$ cat config.mk
export PLATFORM = sky130hd
export DESIGN_NAME = siso_scan_arbiter_flat
export DESIGN_NICKNAME = d
export VERILOG_FILES = /design/src/rtl/siso_scan_arbiter_if.sv /design/src/rtl/siso_scan_arbiter.sv /design/src/flat_wrapper.sv
export SDC_FILE = /design/constraint.sdc
export NUM_CORES = 1
export LEC_CHECK = 0
export BUFFER_PORTS_ARGS = -buffer_cell sky130_fd_sc_hd__buf_2
export CORE_AREA = 2 2 39 41
export CTS_CLUSTER_SIZE = 40
export DETAILED_ROUTE_END_ITERATION = 10
export DIE_AREA = 0 0 41 43
export HOLD_SLACK_MARGIN = 0.05
export PLACE_DENSITY = 0.82
export SYNTH_ARGS = -nofsm -noshare
export SYNTH_HDL_FRONTEND = slang
export SYNTH_SLANG_ARGS = --single-unit
$ cat constraint.sdc
create_clock -name clk -period 2.5 [get_ports clk]
set_input_delay 0.375 -clock clk [delete_from_list [all_inputs] [get_ports clk]]
set_output_delay 0.375 -clock clk [all_outputs]
set_load 0.01 [all_outputs]
$ cat src/rtl/siso_scan_arbiter_if.sv
// Client and chain-side signal bundle for siso_scan_arbiter.
// The slave modport is the arbiter; the master modport is the clients plus the chain.
interface siso_scan_arbiter_if #(parameter int W = 4);
  logic         req0;
  logic         req1;
  logic [W-1:0] wdata0;
  logic [W-1:0] wdata1;
  logic         done0;
  logic         done1;
  logic [W-1:0] rdata;
  logic         busy;
  logic         sr_si;
  logic         sr_en;
  logic         sr_so;

  modport slave (
    input  req0, req1, wdata0, wdata1, sr_so,
    output done0, done1, rdata, busy, sr_si, sr_en
  );

  modport master (
    output req0, req1, wdata0, wdata1, sr_so,
    input  done0, done1, rdata, busy, sr_si, sr_en
  );
endinterface

$ cat src/rtl/siso_scan_arbiter.sv
// Two-client arbiter that scans a word into a shared W-stage SISO chain while capturing its old contents.
// Optional macro ARB_RR_EN selects round-robin tie-breaking; undefined gives fixed priority to req0.
module siso_scan_arbiter #(
  parameter int W = 4
) (
  input  logic                clk,
  input  logic                rst,
  siso_scan_arbiter_if.slave  bus
);
  localparam int CW = $clog2(W);

  typedef enum logic [1:0] {IDLE, SHIFT, DONE} state_t;

  state_t        state_q, state_d;
  logic [W-1:0]  sreg_q, sreg_d;
  logic [CW-1:0] cnt_q, cnt_d;
  logic          owner_q, owner_d;
  logic          any_req;
  logic          winner;
  logic [1:0][W-1:0] wdata_a;

  assign wdata_a = {bus.wdata1, bus.wdata0};
  assign any_req = bus.req0 | bus.req1;

`ifdef ARB_RR_EN
  logic last_q, last_d;

  // On a tie the requester that did not go last wins.
  always_comb begin
    winner = ~bus.req0;
    if (bus.req0 && bus.req1) winner = ~last_q;
  end
`else
  always_comb begin
    winner = ~bus.req0;
  end
`endif

  always_comb begin
    state_d = state_q;
    sreg_d  = sreg_q;
    cnt_d   = cnt_q;
    owner_d = owner_q;
`ifdef ARB_RR_EN
    last_d  = last_q;
`endif
    case (state_q)
      IDLE: begin
        if (any_req) begin
          owner_d = winner;
          sreg_d  = wdata_a[winner];
          cnt_d   = '0;
          state_d = SHIFT;
        end
      end
      SHIFT: begin
        // MSB leaves on sr_si while the chain's outgoing bit refills the LSB.
        sreg_d = {sreg_q[W-2:0], bus.sr_so};
        cnt_d  = cnt_q + CW'(1);
        if (cnt_q == CW'(W-1)) state_d = DONE;
      end
      DONE: begin
`ifdef ARB_RR_EN
        last_d  = owner_q;
`endif
        state_d = IDLE;
      end
      default: state_d = IDLE;
    endcase
  end

  always_comb begin
    bus.sr_en = 1'b0;
    bus.sr_si = 1'b0;
    bus.done0 = 1'b0;
    bus.done1 = 1'b0;
    bus.rdata = '0;
    bus.busy  = 1'b0;
    case (state_q)
      SHIFT: begin
        bus.sr_en = 1'b1;
        bus.sr_si = sreg_q[W-1];
        bus.busy  = 1'b1;
      end
      DONE: begin
        bus.done0 = ~owner_q;
        bus.done1 = owner_q;
        bus.rdata = sreg_q;
        bus.busy  = 1'b1;
      end
      default: ;
    endcase
  end

  always_ff @(posedge clk or posedge rst) begin
    if (rst) begin
      state_q <= IDLE;
      sreg_q  <= '0;
      cnt_q   <= '0;
      owner_q <= 1'b0;
    end else begin
      state_q <= state_d;
      sreg_q  <= sreg_d;
      cnt_q   <= cnt_d;
      owner_q <= owner_d;
    end
  end

`ifdef ARB_RR_EN
  // Reset to 1 so requester 0 takes the first tie.
  always_ff @(posedge clk or posedge rst) begin
    if (rst) last_q <= 1'b1;
    else     last_q <= last_d;
  end
`endif

endmodule

$ cat src/flat_wrapper.sv
// flat-port wrapper written by rule: the top's interface ports become plain ports
module siso_scan_arbiter_flat 
#(
  parameter int W = 4
)
  (clk, rst, bus_req0, bus_req1, bus_wdata0, bus_wdata1, bus_sr_so, bus_done0, bus_done1, bus_rdata, bus_busy, bus_sr_si, bus_sr_en);
  siso_scan_arbiter_if #(.W(W)) bus_i ();
  input  logic clk;
  input  logic rst;
  input wire logic [$bits(bus_i.req0)-1:0] bus_req0;
  input wire logic [$bits(bus_i.req1)-1:0] bus_req1;
  input wire logic [$bits(bus_i.wdata0)-1:0] bus_wdata0;
  input wire logic [$bits(bus_i.wdata1)-1:0] bus_wdata1;
  input wire logic [$bits(bus_i.sr_so)-1:0] bus_sr_so;
  output wire logic [$bits(bus_i.done0)-1:0] bus_done0;
  output wire logic [$bits(bus_i.done1)-1:0] bus_done1;
  output wire logic [$bits(bus_i.rdata)-1:0] bus_rdata;
  output wire logic [$bits(bus_i.busy)-1:0] bus_busy;
  output wire logic [$bits(bus_i.sr_si)-1:0] bus_sr_si;
  output wire logic [$bits(bus_i.sr_en)-1:0] bus_sr_en;
  assign bus_i.req0 = bus_req0;
  assign bus_i.req1 = bus_req1;
  assign bus_i.wdata0 = bus_wdata0;
  assign bus_i.wdata1 = bus_wdata1;
  assign bus_i.sr_so = bus_sr_so;
  assign bus_done0 = bus_i.done0;
  assign bus_done1 = bus_i.done1;
  assign bus_rdata = bus_i.rdata;
  assign bus_busy = bus_i.busy;
  assign bus_sr_si = bus_i.sr_si;
  assign bus_sr_en = bus_i.sr_en;
  siso_scan_arbiter #(.W(W)) u_core (.clk(clk), .rst(rst), .bus(bus_i));
endmodule
After elaboration in Yosys (flattened, before gate mapping). Cells that the tools add are included.

Eq/ne operators: 5. Shift operators: 0. Reductions and logical operators: 6. Order comparisons: 1. Div/mod/pow operators: 0. $mul: 0. Mux-type cells: 15. Bitwise operators: 3. Add/sub/neg operators: 1.

Operators with widths (count): $mux 4 (4); $pmux 2 s2 (2); $pmux 4 s2 (1); $mux 2 (3); $reduce_and 2->1 (3); $mux 1 (5); $eq 2x2->1 const B (2); $ne 2x1->1 const B (2); $add 2x1->2 const B (1); $eq 2x1->1 const B (1); $logic_not 2->1 (1); $lt 1x2->1 const B (1); $not 1->1 (2); $reduce_bool 2->1 (1); $reduce_or 2->1 (1); $or 1x1->1 (1).

Word-level logic and storage cells: 35. ROM bits: 0. Memories: 0. Bits in writable memories: 0. Output and inout bits: 9. Input bits: 13. Bits in latches: 0. Register bits after elaboration: 9.

Longest topological paths before layout. Gate-level depths: netlist of run 1.

Word-level depth: 5. Depth in mapped cells: 7. Mapped depth without buffers: 5.

Worst setup path before layout of run 1. OpenSTA, ideal clock, no wires.

Path type: register -> register. Start point: register u_core.state_q[0]. End point: register u_core.state_q[0]. Library setup time: 125 ps. Buffers on the path: 2. Stages on the path, launching flop included: 8. Clock period less this slack: 1701 ps. Data arrival time: 1576 ps. Setup slack: 799 ps. Cell sequence: dfrtp_1 inv_1 ha_1 buf_4 or3b_1 buf_6 o21ai_4 mux2_4.

Cells in the longest elaborated chain, start to end: 3. Elaborated cells on any way between the ends: 6. Those cells by class: eq/ne (3); mux (1); reduce/logical (2).

RTL lines: from (decl) (RTL line siso_scan_arbiter.sv:14) `state_t state_q, state_d;`; from (signal assigned) (RTL line siso_scan_arbiter.sv:102) `state_q <= state_d;`; $eq 2x1->1 / $logic_not 2->1 (equally long branches) (RTL line siso_scan_arbiter.sv:47) `case (state_q)`; $ne 2x1->1 (no line); $reduce_and 2->1 (no line).

Parallel ways exist; a longest one is shown, timed or not. A chain may end at the register's enable or synchronous reset.

Final worst setup path of run 1. Same ends and word-level chain as after synthesis.

==> results of run 1 <==
final timing paths:
kind,start,endpoint,slack (ps),cells past startpoint
worst max-delay path,u_core.state_q[0]$_DFFE_PP0P_,u_core.state_q[0]$_DFFE_PP0P_,570,5
worst min-delay path,rst,u_core.sreg_q[3]$_DFFE_PP0P_,50,2
worst max register to register,u_core.state_q[0]$_DFFE_PP0P_,u_core.state_q[0]$_DFFE_PP0P_,570,5
worst min register to register,u_core.cnt_q[0]$_DFFE_PP0P_,u_core.cnt_q[0]$_DFFE_PP0P_,490,1
max in group asynchronous,rst,u_core.sreg_q[1]$_DFFE_PP0P_,2190,2
min in group clk,bus_sr_so,u_core.sreg_q[0]$_DFFE_PP0P_,400,2
sequential cells by signal, indices dropped and copies added, names as in the netlist:
name,cells
u_core.sreg_q,4
u_core.cnt_q,2
u_core.state_q,2
u_core.owner_q,1
critical path: cells and delay by family (launching register included):
family	cells	cell delay (ps)
simple gates	1	530
flops	1	410
fa+ha+maj	1	350
mux	1	310
buf+inv	1	110
compound gates	1	110
where the power goes:
part | switching (uW) | internal, uW | leakage (uW) | total [uW]
Combinational | 275 | 269 | 0.000260 | 543
Clock | 56.0 | 61.8 | 0.0000150 | 118
Sequential | 59.4 | 219 | 0.000107 | 279
per-layer routing:
layer,up-vias,GRT usage (%)
met5,-,0
met4,0,13.3
met3,5,3.66
met2,13,32.2
met1,240,16.2
li1,264,-
cell type report:
type,instances,area [sq um]
tap,16,20.0
fill,130,627
clock buffer,4,26.3
sequential,9,225
inverter,4,15.0
multi-input combinational,45,365
timing repair buffer,21,105
metrics by stage:
| stage | power (uW) | util, % |
|---|---|---|
| after floorplan | 696 | - |
| after global placement | 790 | 52.8 |
| after detailed placement | 818 | 52.8 |
| after CTS | 940 | 54.7 |
| after global routing | 1010 | 54.7 |
| final | 940 | 54.7 |
kinds of logic (layout without fill, tap and decap cells):
logic type	count (synthesis)	in the layout	synth area share (%)
flip-flops	9	9	35.4
AO/OA/AOI/OAI	16	16	20.3
buffers and inverters	7	29	7.09
adder cells (fa/ha/maj)	5	5	9.84
multiplexers	3	3	5.51
AND/OR/NAND/NOR	21	21	21.8
synth_stat cells, types with 2 or more instances:
| cell type | count | area [sq um] |
|---|---|---|
| o221a_2 | 2 | 22.5 |
| a21oi_1 | 4 | 20.0 |
| mux2i_1 | 2 | 20.0 |
| or3b_1 | 3 | 26.3 |
| nor2b_1 | 4 | 25.0 |
| buf_6 | 2 | 22.5 |
| a2bb2oi_1 | 2 | 17.5 |
| dfrtp_1 | 9 | 225 |
| and2_1 | 6 | 37.5 |
| a311o_1 | 2 | 20.0 |
| o21ai_0 | 2 | 10.0 |
| or2b_1 | 2 | 15.0 |
| nor2_1 | 2 | 7.51 |
| o22a_1 | 2 | 17.5 |
| ha_1 | 5 | 62.6 |
| inv_1 | 4 | 15.0 |
==> flow_summary.json, run 1 <==
{
  "layout-drive-gt1-share_pct": 36.1,
  "clock_sinks": 9,
  "power.leakage_uw": 0.000382,
  "setup_violations": 0,
  "min_period_ps": 1930,
  "async_flop_share_pct": 100,
  "dpl.cell_count": 95,
  "grt_antenna_before_repair": 0,
  "cts_resized": 0,
  "dp_hpwl_um": 1040,
  "synth_edf_count": 0,
  "outcome": "completed",
  "maxSlewHeadroom_pct": 76.7,
  "start_util_pct": 45.9,
  "placed_area_sq_um": 731,
  "fin_crit_sh_pct": 77.0,
  "viasPerCell": 5.27,
  "place.gp.congestion": 0.765,
  "clock_path_buffers": 2,
  "layout_commonest_cell": "buf_2",
  "num_rows": 14,
  "yosysSeqAreaShare_pct": 35.4,
  "design.final.nets": 102,
  "postLayoutCellArea_sq_um": 757,
  "io_buffer_count": 21,
  "maxSlewViolCount": 0,
  "cp_cell_sequence": "inv_1 > ha_1 > or3b_1 > o21ai_4 > mux2_4",
  "synth_cell_types": 24,
  "required_ps": 2660,
  "die_area_sq_um": 1760,
  "final_cell_mix": "21 x buf_2, 9 x dfrtp_1, 6 x and2_1",
  "rsz0062_at_grt": "false",
  "synthFlopType": "dfrtp_1",
  "wl_met2_um": 713,
  "syn-num-nets": 79,
  "p_per_area_nw_per_um2": 1240,
  "arrival_ps": 2080,
  "syn_inst": 61,
  "avgSynthCellArea_sq_um": 10.4,
  "fp.coreArea_sq_um": 1380,
  "h-tree-depth": 1,
  "hp-class": "input pin to async pin",
  "syn_to_final_growth_pct": 19.1,
  "grt_first_pass_wirelength_um": 2080,
  "irDropWorstVdd_mv": 0.424,
  "dr.pass1.iters": 2,
  "fin_cells": 99,
  "fmax_ghz": 0.519,
  "synth_seq_cells": 9,
  "critPathCaptureType": "flop",
  "worst_pin_slew_ps": 349,
  "insertion_delay_ps": 270,
  "yosys_warnings": 0,
  "dr_total_vias": 522,
  "antennaDiodeCount": 0,
  "synth_area_sq_um": 636,
  "start_kind": "flop",
  "post_cts_buffers": 0,
  "crit_type": "flop to flop",
  "cap_violations": 0,
  "grt_pass1_vias": 512,
  "hold_slack_ps": 51.5,
  "dieHeight_um": 43,
  "fin_ws_ps": 575,
  "io_pins": 22,
  "cts_tree": "yes",
  "antenna_left": 0,
  "routedWlPerCell_um": 14.0,
  "cts-root-buf": "clkbuf_4",
  "grt_usage_pct": 18.1,
  "met1_length_um": 586,
  "cpMaxStageDelayCell": "or3b_1",
  "finalSetupTns_ps": 0,
  "clock_skew_ps": 5.59,
  "overflow": 0,
  "postCtsHoldBufs": 0,
  "fp.dieW_um": 41,
  "clk_pin_slew_worst_paths_ps": 60,
  "cp_max_fo": 10,
  "cpPeakStageDelay_ps": 530,
  "maxUsedRoutingLayer": "met4",
  "drtIter0Drc": 6,
  "drc": 0,
  "grt_max_degree": 11,
  "hold_viol": 0,
  "numCtsBuffers": 3,
  "dp_slack_ps": 602,
  "met3_length_um": 45,
  "routed_wl_um": 1390
}
No activity file was read; power rests on OpenSTA's default activity.
==> inputs of run 2 (changes only) <==
--- a/config.mk
+++ b/config.mk
@@ -6,12 +6,11 @@
 export NUM_CORES = 1
 export LEC_CHECK = 0
 export BUFFER_PORTS_ARGS = -buffer_cell sky130_fd_sc_hd__buf_2
-export CORE_AREA = 2 2 39 41
+export CORE_UTILIZATION = 43
 export CTS_CLUSTER_SIZE = 40
 export DETAILED_ROUTE_END_ITERATION = 10
-export DIE_AREA = 0 0 41 43
 export HOLD_SLACK_MARGIN = 0.05
-export PLACE_DENSITY = 0.82
+export PLACE_DENSITY = 0.78
 export SYNTH_ARGS = -nofsm -noshare
 export SYNTH_HDL_FRONTEND = slang
 export SYNTH_SLANG_ARGS = --single-unit
==> constraint.sdc (replaced) <==
create_clock -name clk -period 1.6 [get_ports clk]
set_input_delay 0.24 -clock clk [delete_from_list [all_inputs] [get_ports clk]]
set_output_delay 0.24 -clock clk [all_outputs]
set_load 0.01 [all_outputs]
==> flow_summary.json, run 2 (synthesis gave the netlist of run 1 again) <==
{
  "final_cell_mix": "21 x buf_2, 9 x dfrtp_1, 6 x and2_1",
  "cap_violations": 0,
  "drc": 0,
  "grt_pass1_vias": 488,
  "crit_type": "flop to flop",
  "p_per_area_nw_per_um2": 1890,
  "cts_tree": "yes",
  "dp_slack_ps": 31.5,
  "irDropWorstVdd_mv": 0.911,
  "dr_total_vias": 555,
  "outcome": "completed",
  "insertion_delay_ps": 270,
  "layout-drive-gt1-share_pct": 46.1,
  "netSwitchingFraction_pct": 39.2,
  "die_area_sq_um": 1640,
  "cts-root-buf": "clkbuf_4",
  "io_buffer_count": 21,
  "worst_pin_slew_ps": 366,
  "grt_max_degree": 10,
  "fmax_ghz": 0.640,
  "regMostFlops": "u_core.sreg_q",
  "overflow": 0,
  "fin_crit_sh_pct": 97.6,
  "fp.coreArea_sq_um": 1330,
  "min_period_ps": 1560,
  "numCtsBuffers": 3,
  "clock_path_buffers": 2,
  "clk_pin_slew_worst_paths_ps": 70,
  "largest_reg_flops": 4,
  "setup_violations": 0,
  "fin_cells": 104,
  "dr.pass1.iters": 4,
  "pwr-share-comb_pct": 62.0,
  "drtIter0Drc": 10,
  "layout_commonest_cell": "buf_2",
  "antennaDiodeCount": 0,
  "finalSetupTns_ps": 0,
  "total_power_uw": 1600,
  "worst-r2r-cell-count": 5,
  "maxSlewHeadroom_pct": 75.6,
  "hold_viol": 0,
  "grt_usage_pct": 20.2,
  "hp-class": "input pin to flop",
  "critPathCaptureType": "flop",
  "pwr-share-clk_pct": 11.3,
  "design.final.nets": 108,
  "syn_to_final_growth_pct": 32.7,
  "place.gp.congestion": 0.792,
  "h-tree-depth": 1,
  "start_kind": "flop",
  "grt_antenna_before_repair": 0,
  "required_ps": 1760,
  "io_pins": 22,
  "intPower_uw": 971,
  "grt_first_pass_wirelength_um": 2060,
  "start_util_pct": 47.7,
  "clock_sinks": 9,
  "power.leakage_uw": 0.000414,
  "dp_hpwl_um": 985,
  "fp.dieW_um": 40.4,
  "dieHeight_um": 40.4,
  "arrival_ps": 1720,
  "maxSlewViolCount": 0,
  "finish.utilization_pct": 63.2,
  "dpl.cell_count": 98,
  "p_sw_uw": 625,
  "num_rows": 13,
  "viasPerCell": 5.34,
  "routedWlPerCell_um": 12.4,
  "rsz0062_at_grt": "true",
  "cp_max_fo": 4,
  "antenna_left": 0,
  "routed_wl_um": 1290,
  "clock_skew_ps": 9.66,
  "fin_ws_ps": 38.2,
  "seqPwrFrac_pct": 26.6,
  "reg.largest.list": "u_core.sreg_q (4), u_core.cnt_q (2), u_core.state_q (2)",
  "holdPathStages": 2
}
[run 2: cell types whose count changed in the layout (fill, tap and decap cells not counted), sizes merged]
cell         change
buf              +5
dlygate4sd3      +1
[run 2: critical path, cell delays in order, from the launching register on]
cell     delay [ps]
dfrtp_1         410
inv_2           120
ha_4            140
or3b_4          410
o21ai_4          70
mux2_4          300
[run 2: final cells by class]
type,count,area (sq um)
timing repair buffer,27,156
inverter,4,15.0
clock buffer,4,26.3
sequential,9,225
multi-input combinational,45,402
tap,15,18.8
fill,114,490
[run 2: through the flow]
| step | area, sq um | hold WS, ps |
|---|---|---|
| after floorplan | 652 | 67.9 |
| after global placement | 772 | 219 |
| after detailed placement | 772 | 228 |
| after CTS | 808 | 245 |
| after global routing | 843 | 246 |
| final | 843 | 256 |
[run 2: power groups by stage]
stage          clock network [uW]  registers (uW)  logic, uW
5_1_grt                       196             442       1100
2_1_floorplan                   0             408        732
6_report                      181             425        990
3_5_place_dp                    0             430        934
4_1_cts                       188             427        936
3_3_place_gp                    0             428        918
[run 2: repair_timing]
item / CTS / global route
setup endpoints to repair: 0 / 14
endpoints found under the hold margin: 9 / 0
resized for setup: 0 / 6
setup buffers: 0 / 1
hold buffers: 1 / 0
[run 2: worst paths after layout]
check | end | slack [ps] | from
worst max-delay path | u_core.state_q[0]$_DFFE_PP0P_ | 40 | u_core.state_q[0]$_DFFE_PP0P_
worst min-delay path | u_core.sreg_q[0]$_DFFE_PP0P_ | 260 | bus_sr_so
worst max register to register | u_core.state_q[0]$_DFFE_PP0P_ | 40 | u_core.state_q[0]$_DFFE_PP0P_
worst min register to register | u_core.cnt_q[0]$_DFFE_PP0P_ | 490 | u_core.cnt_q[0]$_DFFE_PP0P_
max in group asynchronous | u_core.sreg_q[1]$_DFFE_PP0P_ | 850 | rst
min in group asynchronous | u_core.sreg_q[3]$_DFFE_PP0P_ | 470 | rst
[run 2: metal layers]
metal / track usage [%] / share of wire [%] / vias up
met4: 10.0 / 1.9 / 0
met2: 33.3 / 48 / 19
met5: 0 / 0 / -
met1: 22.0 / 44 / 260
li1: - / - / 271
met3: 8.33 / 5.9 / 5
==> inputs of run 3 (changes only) <==
--- a/config.mk
+++ b/config.mk
@@ -7,7 +7,7 @@
 export LEC_CHECK = 0
 export BUFFER_PORTS_ARGS = -buffer_cell sky130_fd_sc_hd__buf_2
 export CORE_UTILIZATION = 43
-export CTS_CLUSTER_SIZE = 40
+export CTS_CLUSTER_SIZE = 30
 export DETAILED_ROUTE_END_ITERATION = 10
 export HOLD_SLACK_MARGIN = 0.05
 export PLACE_DENSITY = 0.78
==> constraint.sdc (replaced) <==
create_clock -name clk -period 1.6 [get_ports clk]
set_input_delay 0.24 -clock clk [delete_from_list [all_inputs] [get_ports clk]]
set_output_delay 0.24 -clock clk [all_outputs]
set_load 0.1 [all_outputs]
==> flow_summary.json, run 3 (synthesis gave the netlist of run 1 again) <==
{
  "hp-start": "bus_sr_so",
  "arrival_ps": 1370,
  "antennaDiodeCount": 0,
  "dr_total_vias": 573,
  "post_cts_buffers": 0,
  "grt_antenna_before_repair": 0,
  "finalSetupTns_ps": -14.6,
  "cts-root-buf": "clkbuf_4",
  "largest_reg_flops": 4,
  "start_util_pct": 47.7,
  "h-tree-depth": 1,
  "fp.dieW_um": 40.4,
  "dp_hpwl_um": 1190,
  "clk_pin_slew_worst_paths_ps": 70,
  "worst_pin_slew_ps": 366,
  "place.gp.congestion": 0.860,
  "hp-class": "input pin to flop",
  "cp_cell_sequence": "inv_2 > buf_6 > ha_4 > and2_4 > buf_12",
  "fp.coreArea_sq_um": 1330,
  "cp_num_buf_inv": 3,
  "dr.pass1.iters": 4,
  "finish.utilization_pct": 75.4,
  "viasPerCell": 5.46,
  "numCtsBuffers": 3,
  "layout-drive-gt1-share_pct": 54.4,
  "design.final.nets": 109,
  "worst-r2r-cell-count": 5,
  "insertion_delay_ps": 260,
  "io_buffer_count": 21,
  "clock_sinks": 9,
  "cpMaxStageDelayCell": "dfrtp_1",
  "reg2reg_from": "u_core.state_q[1]$_DFFE_PP0P_",
  "regMostFlops": "u_core.sreg_q",
  "grt_first_pass_wirelength_um": 2350,
  "clock_path_buffers": 2,
  "die_area_sq_um": 1640,
  "clock_skew_ps": 5.93,
  "cap_violations": 0,
  "overflow": 0,
  "io_pins": 22,
  "antenna_left": 0,
  "num_rows": 13,
  "grt_usage_pct": 22.1,
  "worstHoldEndpoint": "u_core.sreg_q[0]$_DFFE_PP0P_",
  "min_period_ps": 1610,
  "cp_max_fo": 4,
  "layout_commonest_cell": "buf_2",
  "syn_to_final_growth_pct": 58.3,
  "fmax_ghz": 0.619,
  "fin_ws_ps": -14.6,
  "fin_crit_sh_pct": 101,
  "outcome": "finished with violations",
  "hold_viol": 0,
  "required_ps": 1360,
  "reg.largest.list": "u_core.sreg_q (4), u_core.cnt_q (2), u_core.state_q (2)",
  "postLayoutCellArea_sq_um": 1010,
  "routed_wl_um": 1450,
  "maxSlewViolCount": 0,
  "cpPeakStageDelay_ps": 430,
  "seq_area_sq_um": 225,
  "start_kind": "flop",
  "final_cell_mix": "12 x buf_2, 9 x buf_12, 9 x dfrtp_1",
  "reg2reg_to": "u_core.state_q[0]$_DFFE_PP0P_",
  "crit_type": "flop to output port",
  "rrSetupSlack_ps": 30,
  "fin_cells": 105,
  "grt_pass1_vias": 561,
  "violations": "negative setup slack",
  "cpLargestDelayFamily": "flip-flops",
  "holdPathStages": 2,
  "rsz0062_at_grt": "true",
  "dpl.cell_count": 100,
  "cts_tree": "yes",
  "maxSlewHeadroom_pct": 75.6,
  "routedWlPerCell_um": 13.8,
  "fillCellCount": 98,
  "placed_area_sq_um": 951,
  "drc": 0,
  "drtIter0Drc": 7,
  "multi_input_area_sq_um": 422,
  "setup_violations": 1,
  "grt_max_degree": 10,
  "dieHeight_um": 40.4,
  "critPathCaptureType": "output port"
}
run 3: how the worst max path moves through the flow:
stage / from / end / slack (ps) / cells after the start
after global placement: u_core.state_q[0]$_DFFE_PP0P_ / u_core.state_q[0]$_DFFE_PP0P_ / 50 / 5
after detailed placement: u_core.state_q[1]$_DFFE_PP0P_ / u_core.state_q[0]$_DFFE_PP0P_ / 20 / 5
final: u_core.state_q[1]$_DFFE_PP0P_ / bus_sr_si / -10 / 5
after floorplan: u_core.state_q[0]$_DFFE_PP0P_ / u_core.state_q[0]$_DFFE_PP0P_ / -90 / 7
after CTS: u_core.state_q[0]$_DFFE_PP0P_ / bus_rdata[0] / -20 / 4
after global routing: u_core.state_q[1]$_DFFE_PP0P_ / bus_sr_si / -50 / 5
run 3: area by class of cell:
| class | count | share of cell area [%] |
|---|---|---|
| multi-input combinational | 45 | 41.9 |
| inverter | 4 | 1.49 |
| tap | 15 | 1.87 |
| clock buffer | 4 | 2.61 |
| timing repair buffer | 28 | 29.7 |
| sequential | 9 | 22.4 |
run 3: metrics by stage:
step / hold slack (ps) / setup WS, ps
floorplan: 67.9 / -91.4
global placement: 215 / 53.2
detailed placement: 223 / 20.4
CTS: 253 / -18.8
global route: 259 / -52.2
finish: 252 / -14.6
run 3: worst reg2reg max path: cells and delay by family (launching register included):
kind	cells	cell delay, ps
DFF	1	430
and+or+nand+nor	1	410
muxes	1	300
adders and majority gates	1	130
buffers and inverters	1	110
AOI/OAI and AO/OA	1	80
run 3: timing repair:
item,4_1_cts,5_1_grt
pin swaps,0,1
resized for setup,2,2
endpoints found under the hold margin,9,0
hold buffers,1,0
setup endpoints to repair,8,7
cloned,0,0
run 3: routing by layer:
| layer | vias up | routed length [um] | track usage [%] |
|---|---|---|---|
| li1 | 276 | - | - |
| met1 | 274 | 599 | 25.3 |
| met2 | 21 | 779 | 40.1 |
| met4 | 0 | 8 | 5.83 |
| met3 | 2 | 62 | 5.56 |
| met5 | - | 0 | 0 |
Power of run 3 is not shown: default switching activity piles up to over one toggle a cycle in this logic, so the estimate is an artifact.
